$ cat src/rtl/adder_share_sched.sv
// Round-robin scheduler time-sharing one registered multi-input adder among
// NUM_REQ requesters. Sums come back tagged with the requester index through a
// 2-entry result FIFO.
module adder_share_sched #(
  parameter int NUM_REQ       = 4,
  parameter int NUM_INPUT     = 2,
  parameter int DATA_WIDTH_IN = 16,
  localparam int SUM_W        = DATA_WIDTH_IN + $clog2(NUM_INPUT),
  localparam int ID_W         = $clog2(NUM_REQ)
) (
  input  logic                            clk,
  input  logic                            rst_n,
  input  logic [NUM_REQ-1:0]              req_valid,
  output logic [NUM_REQ-1:0]              req_ready,
  input  logic signed [DATA_WIDTH_IN-1:0] req_data [NUM_REQ][NUM_INPUT],
  output logic signed [DATA_WIDTH_IN-1:0] add_din [NUM_INPUT],
  output logic                            add_ena,
  input  logic signed [SUM_W-1:0]         add_dout,
  output logic                            res_valid,
  input  logic                            res_ready,
  output logic signed [SUM_W-1:0]         res_data,
  output logic [ID_W-1:0]                 res_id
);

  if (DATA_WIDTH_IN <= 0) begin : g_bad_width
    $error("adder_share_sched: DATA_WIDTH_IN must be > 0");
  end
  if (NUM_REQ < 2) begin : g_bad_req
    $error("adder_share_sched: NUM_REQ must be >= 2");
  end

  logic [ID_W-1:0]         rr_q;
  logic [ID_W-1:0]         tag_q;
  logic                    inflight_q;
  logic [1:0]              count_q, count_d;
  logic signed [SUM_W-1:0] data_q [2];
  logic signed [SUM_W-1:0] data_d [2];
  logic [ID_W-1:0]         id_q [2];
  logic [ID_W-1:0]         id_d [2];

  logic            pop;
  logic [2:0]      occupancy;
  logic            issue_ok;
  logic            found;
  logic [ID_W-1:0] win;
  logic [ID_W-1:0] idx;
  logic [ID_W-1:0] sel;
  logic            grant;
  logic [1:0]      fill;

  assign res_valid = (count_q != 2'd0);
  assign res_data  = data_q[0];
  assign res_id    = id_q[0];
  assign pop       = res_valid && res_ready;

  // Slots committed after this cycle's pop; an issue must leave room for its sum.
  assign occupancy = 3'(count_q) + 3'(inflight_q) - 3'(pop);
  assign issue_ok  = (occupancy < 3'd2);

  // Round-robin search starting just after the last winner.
  always_comb begin
    found = 1'b0;
    win   = rr_q;
    idx   = '0;
    for (int off = 1; off <= NUM_REQ; off++) begin
      idx = ID_W'((int'(rr_q) + off) % NUM_REQ);
      if (!found && req_valid[idx]) begin
        found = 1'b1;
        win   = idx;
      end
    end
  end

  // Reset gates the grant so nothing handshakes while the block is held in reset.
  assign grant = rst_n && found && issue_ok;

  // Grant, adder enable and adder operand mux.
  always_comb begin
    req_ready = '0;
    add_ena   = grant;
    sel       = grant ? win : rr_q;
    if (grant) begin
      req_ready[win] = 1'b1;
    end
    for (int j = 0; j < NUM_INPUT; j++) begin
      add_din[j] = req_data[sel][j];
    end
  end

  // Arbiter pointer, in-flight flag and requester tag of the sum in the adder.
  always_ff @(posedge clk or negedge rst_n) begin
    if (!rst_n) begin
      rr_q       <= ID_W'(NUM_REQ - 1);
      tag_q      <= '0;
      inflight_q <= 1'b0;
    end else begin
      inflight_q <= grant;
      if (grant) begin
        rr_q  <= win;
        tag_q <= win;
      end
    end
  end

  // FIFO next state: pop shifts entry 1 to the head, push lands after survivors.
  always_comb begin
    data_d  = data_q;
    id_d    = id_q;
    fill    = count_q - 2'(pop);
    if (pop) begin
      data_d[0] = data_q[1];
      id_d[0]   = id_q[1];
    end
    if (inflight_q) begin
      data_d[fill[0]] = add_dout;
      id_d[fill[0]]   = tag_q;
    end
    count_d = fill + 2'(inflight_q);
  end

  // Result FIFO storage.
  always_ff @(posedge clk or negedge rst_n) begin
    if (!rst_n) begin
      count_q <= 2'd0;
      for (int i = 0; i < 2; i++) begin
        data_q[i] <= '0;
        id_q[i]   <= '0;
      end
    end else begin
      count_q <= count_d;
      data_q  <= data_d;
      id_q    <= id_d;
    end
  end

endmodule

$ cat config.mk
export PLATFORM = sky130hd
export DESIGN_NAME = adder_share_sched
export DESIGN_NICKNAME = d
export VERILOG_FILES = /design/src/rtl/adder_share_sched.sv
export SDC_FILE = /design/constraint.sdc
export NUM_CORES = 1
export LEC_CHECK = 0
export BUFFER_PORTS_ARGS = -buffer_cell sky130_fd_sc_hd__buf_2
export CORE_UTILIZATION = 40
export DETAILED_ROUTE_END_ITERATION = 6
export PLACE_DENSITY = 0.77
export SLEW_MARGIN = 15
export SYNTH_ARGS = -nofsm -noshare
export SYNTH_HDL_FRONTEND = slang
export SYNTH_SLANG_ARGS = --single-unit
export TNS_END_PERCENT = 100
$ cat constraint.sdc
create_clock -name clk -period 10.48 [get_ports clk]
set_clock_uncertainty 0.2 [all_clocks]
set_input_delay 0.524 -clock clk [delete_from_list [all_inputs] [get_ports clk]]
set_output_delay 0.524 -clock clk [all_outputs]
set_load 0.03 [all_outputs]
==> out/qor.txt, run 1 <==
outcome = complete, no violations
Max Clk Rate = 193.0 MHz
Routed WL per cell = 13.92 um
M2 GR Usage = 38.57%
Post CTS Setup Buffer Count = 0
Num Clock Sinks = 45
root buffer cell = clkbuf_8
Worst EP required = 9.76 ns
Worst-path clk slew = 0.09 ns
ys async rst share = 100.0%
Buffers on Ports = 208
initial antenna violation count = 2
Max Slew Vio Count = 0
Leak = 2.139 nW
post-route cell area = 0.004151 mm2
fin worst setup slack = 5.298 ns
DP Area = 0.004059 mm2
multi-input logic area = 0.001717 mm2
vias in the first global route = 3,019
Routed WL = 9033 um
dpl hpwl = 6865 um
Worst-Margin Slew = 1.100 ns
Synth Cell Area = 0.003168 mm2
share of the synthesized area in the top cell type = 33.97%
GR Util All Layers = 21.34%
syn avg cell area = 8.426 um2
EDFF count, synth = 0
Tmin final = 5.182 ns
Yosys cell types = 38
die height = 91.00 um
Max VDD drop = 0.2458 mV
first-pass GRT wire length = 14,260 um
met1 Usage GRT = 25.40%
pwr dens = 410.8 mW/mm2
Final ANT Viol Nets = 0
DIE WIDTH = 91.00 um
# DRC = 0
YS warnings = 0
H-tree Lvls = 2
Setup Crit Path Kind = flip-flop to output pin
Starting Density = 41.21%
io pins = 209
# setup viols final = 0
register area = 0.001129 mm2
CTS tree = built
#FFs+latches synth = 45
area leader, netlist = dfrtp_1
Layout area overhead = 31.04%
# fillers = 705
top area cells in the synthesized netlist = dfrtp_1 (34%), nand2_1 (12%), a32oi_1 (8.8%), a21oi_1 (6.8%), mux2_2 (6.8%)
startpoint class of the critical path = flip-flop
WP data arrival = 4.46 ns
Min-Delay Path Class = input port to async pin
share of post-route cells with drive strength above 1 = 47.44%
post-place setup slack = 5.611 ns
syn_nets = 531
CTS Hold Buffers Added = 0
CTS resizes = 0
M3 GR Usage = 5.025%
die area = 0.008280 mm2
max_slew headroom = 26.59%
Skew-Pair Late Insertion Delay = 0.30 ns
Final period util = 49.45%
Seq/Total Area, Yosys = 35.62%
post-synthesis cell count = 376
RSZ-0062 raised after global routing = no
gr busiest metal = met2
1st-iter DRT viols = 211
DR pass1 iterations = 5
Most used DFF post-synth = dfrtp_1
final core occ = 54.00%
hold_ws = 0.1906 ns
gpl congestion = 0.8615
vias per cell = 5.140
max_cap viols = 0
Final Hold Vio Count = 0
CORE AREA = 0.007687 mm2
global route total overflow = 0
setup TNS = 0 ns
final-stage net count = 700
largest fanout on the critical path = 65
pin count of the biggest net entering global routing = 66
CTS Buffer Depth = 2
via count = 3,336
CTS Buf Count = 5
Worst setup EP type = output pin
# rows = 32
## worst max-delay path, cell delays in order, from the launching register on
cell	delay, ns
dfrtp_1	0.46
o21ai_2	0.50
or2_2	0.23
inv_1	0.05
fa_1	0.41
xnor2_1	0.32
a31o_1	0.24
o31ai_4	0.08
buf_4	0.31
inv_2	0.86
nand2_1	0.17
a32oi_1	0.25
buf_2	0.23
## cells by family (layout without fill, tap and decap cells)
kind of cell / count (synthesis) / in the layout / share of synthesized area (%)
simple gates: 138 / 138 / 17.85
compound gates: 94 / 94 / 20.73
buf+inv: 55 / 225 / 10.74
flops: 45 / 45 / 35.62
mux: 39 / 39 / 13.07
fa+ha+maj: 3 / 3 / 1.422
xor+xnor: 2 / 2 / 0.5530
other cells: 0 / 1 / 0
## per-stage QoR
stage	std cells	power [mW]
final	649	1.705
after floorplan	376	1.372
after detailed placement	640	1.598
after global placement	640	1.566
after global routing	648	1.831
after CTS	648	1.713
## report_power, final
| group | total, mW | switching [mW] | internal (mW) |
|---|---|---|---|
| combinational | 1.28 | 0.879 | 0.403 |
| clock | 0.108 | 0.0606 | 0.0473 |
| sequential | 0.316 | 0.0508 | 0.265 |
| total | 1.71 | 0.990 | 0.715 |
## cell usage in the layout (no fill, tap or decap), drive strengths merged
cell type	netlist	final
clkinv	0	1
nor2	23	23
or2	3	3
a21oi	53	53
clkinvlp	0	1
xor2	1	1
dfstp	2	2
nand2	99	99
dfrtp	43	43
o31ai	1	1
diode	0	1
ha	2	2
o211ai	1	1
nand3	1	1
xnor2	1	1
nand2b	2	2
fa	1	1
a32oi	32	32
nand4	1	1
a31o	1	1
mux2i	20	20
o21ai	3	3
and3	2	2
buf	42	211
or4	1	1
and2	1	1
o21a	1	1
a31oi	2	2
or3b	1	1
mux2	19	19
nor3b	1	1
inv	6	7
nor2b	3	3
clkbuf	7	5
## area by class of cell
cell class	instances	area share, %
multi-input combinational	276	41.35
sequential	45	27.19
timing repair buffer	211	25.62
tap	102	3.074
clock buffer	5	1.658
inverter	6	0.5425
clock inverter	3	0.5124
antenna	1	0.06028
## cells in the mapped netlist, types with 3 or more instances
cell type	n
or2_2	3
mux2_2	19
inv_1	5
nand2_1	99
clkbuf_1	7
buf_6	5
nor2_1	23
a21oi_1	43
mux2i_1	20
buf_2	14
a32oi_1	32
nor2b_1	3
buf_4	21
a21oi_2	10
dfrtp_1	43
## path summary, 6_finish.rpt
| kind | cells after the start | endpoint | slack [ns] | start |
|---|---|---|---|---|
| min in group clk | 2 | flip-flop | 0.27 | add_dout[15] |
| max in group asynchronous | 1 | async pin | 9.28 | rst_n |
| setup / recovery | 12 | add_din[26] | 5.30 | count_q[1] |
| hold reg to reg | 1 | flip-flop | 0.31 | flip-flop |
| hold / removal | 1 | res_data[15] | 0.19 | rst_n |
| setup reg to reg | 9 | rr_q[0] | 6.50 | count_q[1] |
## per-layer routing
layer / part of all wire (%) / vias to the layer above / wire (um)
met1: 40 / 1533 / 3630
met4: 1.1 / 2 / 97
met5: 0.12 / - / 11
li1: - / 1637 / -
met3: 7.0 / 14 / 630
met2: 52 / 150 / 4664
(Power assumes the default switching activity.)
==> inputs of run 2 (changes only) <==
--- a/config.mk
+++ b/config.mk
@@ -5,10 +5,11 @@
 export SDC_FILE = /design/constraint.sdc
 export NUM_CORES = 1
 export LEC_CHECK = 0
+export ABC_AREA = 1
 export BUFFER_PORTS_ARGS = -buffer_cell sky130_fd_sc_hd__buf_2
 export CORE_UTILIZATION = 40
 export DETAILED_ROUTE_END_ITERATION = 6
-export PLACE_DENSITY = 0.77
+export PLACE_DENSITY = 0.74
 export SLEW_MARGIN = 15
 export SYNTH_ARGS = -nofsm -noshare
 export SYNTH_HDL_FRONTEND = slang
==> constraint.sdc (replaced) <==
create_clock -name clk -period 4.6 [get_ports clk]
set_clock_uncertainty 0.2 [all_clocks]
set_input_delay 0.23 -clock clk [delete_from_list [all_inputs] [get_ports clk]]
set_output_delay 0.23 -clock clk [all_outputs]
set_load 0.03 [all_outputs]
==> run 2 against run 1 <==
Against the previous run:
- sequential share of layout area shrank 6.2 points
- worst hold slack worse by 0.12 ns
- flip-flop and latch count unchanged
- power grew 150%
- synthesized area is 35% higher
- global-route usage increased by 0.63 points
- die area is 34% higher
- via count rose by 44%
- setup slack lost 4.7 ns
- sequential power grew 120%
- register-to-register slack got worse by 5.1 ns
- final cell count up 56%
==> out/qor.txt, run 2 <==
Routed WL per cell = 11.99 um (-14%)
startpoint class of the critical path = flip-flop
pin count of the biggest net entering global routing = 48 (-27%)
Worst-Margin Slew = 0.8284 ns (-0.2712 ns)
max_slew headroom = 44.44% (+18 points)
commonest non-fill, non-tap cells in the layout = buf_2 (208), nand2_1 (163), inv_1 (156)
io pins = 209 (unchanged)
CORE AREA = 0.01032 mm2 (+34%)
CTS Buffer Depth = 2 (unchanged)
ys async rst share = 100.0% (unchanged)
# setup viols final = 0 (unchanged)
Routed WL = 12,120 um (+34%)
Most used DFF post-synth = dfrtp_1
Top delay family on crit path = simple AND/OR/NAND/NOR gates
Layout area overhead = 26.33%
GR Util All Layers = 21.97% (+0.63 points)
final-stage net count = 1,027 (+47%)
CP Depth = 17 (+5)
die area = 0.01107 mm2 (+34%)
Worst EP required = 4.17 ns (-5.59 ns)
WP data arrival = 3.58 ns (-0.88 ns)
first-pass GRT wire length = 20,120 um (+41%)
vias per cell = 4.742 (-7.8%)
# DRC = 0 (unchanged)
RR Endpoint = rr_q[0]
CP dominant cell by count = nand2_1
top area cells in the synthesized netlist = dfrtp_1 (25%), nand3_1 (18%), nand2_1 (14%), inv_1 (14%), o21ai_0 (6.6%)
syn_nets = 850 (+60%)
most instantiated library cell after synthesis = nand2_1
DIE WIDTH = 105.2 um (+16%)
YS warnings = 0 (unchanged)
Yosys cell types = 28 (-26%)
critical path endpoint = add_din[3]
post-synthesis cell count = 695 (+85%)
1st-iter DRT viols = 298 (+41%)
Reg2Reg Launch Point = count_q[1]
Synth Cell Area = 0.004263 mm2 (+35%)
CTS Buf Count = 5 (unchanged)
Seq/Total Area, Yosys = 26.47% (-9.1 points)
Starting Density = 41.29% (+0.081 points)
Final ANT Viol Nets = 0 (unchanged)
H-tree Lvls = 2 (unchanged)
DR pass1 iterations = 5 (unchanged)
Worst setup EP type = output pin
Min-Delay Path Class = input port to flip-flop
outcome = complete, no violations
CTS resizes = 0 (unchanged)
#FFs+latches synth = 45 (unchanged)
RSZ-0062 raised after global routing = no
CTS Hold Buffers Added = 18 (+18)
root buffer cell = clkbuf_8
die height = 105.2 um (+16%)
Critical path origin = count_q[1]
syn avg cell area = 6.134 um2 (-27%)
cells on worst reg2reg path = 13 (+4)
R2R setup slack = 1.45 ns (-5.05 ns)
Final period util = 87.27%
largest fanout on the critical path = 33 (-49%)
Setup Crit Path Kind = flip-flop to output pin
Num Clock Sinks = 45 (unchanged)
commonest non-fill, non-tap cell in the layout = buf_2
Crit path largest cell delay = 0.50 ns (-0.36 ns)
Max Clk Rate = 249.1 MHz
Final Hold Vio Count = 0 (unchanged)
Critical path buffers and inverters = 3 (-1)
hold_ws = 0.07039 ns (-0.1203 ns)
share of post-route cells with drive strength above 1 = 30.93% (-17 points)
global route total overflow = 0 (unchanged)
share of the synthesized area in the top cell type = 25.24% (-8.7 points)
Skew-Pair Late Insertion Delay = 0.29 ns (about the same)
area leader, netlist = dfrtp_1
gpl congestion = 0.8370 (-2.8%)
Leak = 3.323 nW (+55%)
Tmin final = 4.014 ns
CTS tree = built
Max Slew Vio Count = 0 (unchanged)
Post CTS Setup Buffer Count = 0 (unchanged)
pwr dens = 788.7 mW/mm2 (+92%)
via count = 4,794 (+44%)
Buffers on Ports = 208 (unchanged)
# rows = 37 (+16%)
vias in the first global route = 4,465 (+48%)
initial antenna violation count = 2 (unchanged)
worst-path cell chain = inv_2 -> nand2_1 -> nand2_1 -> inv_1 -> nand2_1 -> nand2_1 -> nand2_1 -> fa_1 -> o211ai_1 -> a21oi_1 -> nand2_4 -> nand2_2 -> nand2_2 -> nand2_1 -> nand3_1 -> nand2_1 -> buf_2
slowest CP cell = nand2_2
EDFF count, synth = 0 (unchanged)
Worst-path clk slew = 0.08 ns (about the same)
max_cap viols = 0 (unchanged)
setup TNS = 0 ns (unchanged)
Post-synth top cells = nand2_1 (163), inv_1 (156), nand3_1 (152), o21ai_0 (56), dfrtp_1 (43)
Max VDD drop = 0.4522 mV (+84%)
dpl hpwl = 8977 um (+31%)
-- run 2: how the worst min path moves through the flow --
stage,depth (start not counted),slack [ns],startpoint,endpoint
final,4,0.07,res_ready,res_data[5]
after global placement,2,0.20,rst_n,res_data[7]
after global routing,4,0.08,res_ready,res_data[5]
after detailed placement,2,0.20,rst_n,res_data[11]
after CTS,4,0.06,res_ready,res_data[5]
after floorplan,0,-0.27,rst_n,async pin
-- run 2: routing by layer --
metal	global-route usage, %	part of all wire [%]
met5	0	0
met4	8.753	3.5
met3	3.463	6.6
met2	38.82	49
met1	26.57	41
-- run 2: per-stage QoR --
step / area (um2) / worst slack, ns / utilization (%) / instances / total power [mW]
2_1_floorplan: 4263 / 1.171 / - / 695 / 3.400
4_1_cts: 5378 / 0.5600 / 52.09 / 1009 / 4.270
5_1_grt: 5385 / 0.2262 / 52.16 / 1011 / 4.628
3_3_place_gp: 5107 / 0.9722 / 49.47 / 983 / 3.975
6_report: 5385 / 0.5857 / 52.16 / 1011 / 4.247
3_5_place_dp: 5107 / 0.8909 / 49.47 / 983 / 4.000
-- run 2: report_power, final --
| part | switching [mW] | internal [mW] |
|---|---|---|
| Clock | 0.136 | 0.108 |
| Sequential | 0.104 | 0.601 |
| Combinational | 2.34 | 0.962 |
-- run 2: layout make-up --
class	count	area, um2
tap	136	170.2
inverter	163	616.8
antenna	2	5.005
sequential	45	1129
fill	1020	4938
clock buffer	5	68.82
timing repair buffer	231	1271
clock inverter	3	21.27
multi-input combinational	426	2103
-- run 2: tightest hold or removal path, cell delays in order --
cell and delay [ns]:
buf_2 0.08, nand2_1 0.08, nand2_1 0.07, a31oi_1 0.07
-- run 2: cell families (layout without fill, tap and decap cells) --
kind of cell,after synthesis,in the layout,synth area share [%]
simple gates,361,361,40.62
buf+inv,224,402,24.24
compound gates,60,60,7.133
flops,45,45,26.47
fa+ha+maj,3,3,1.057
xor+xnor,1,1,0.2055
mux,1,1,0.2641
other cells,0,2,0
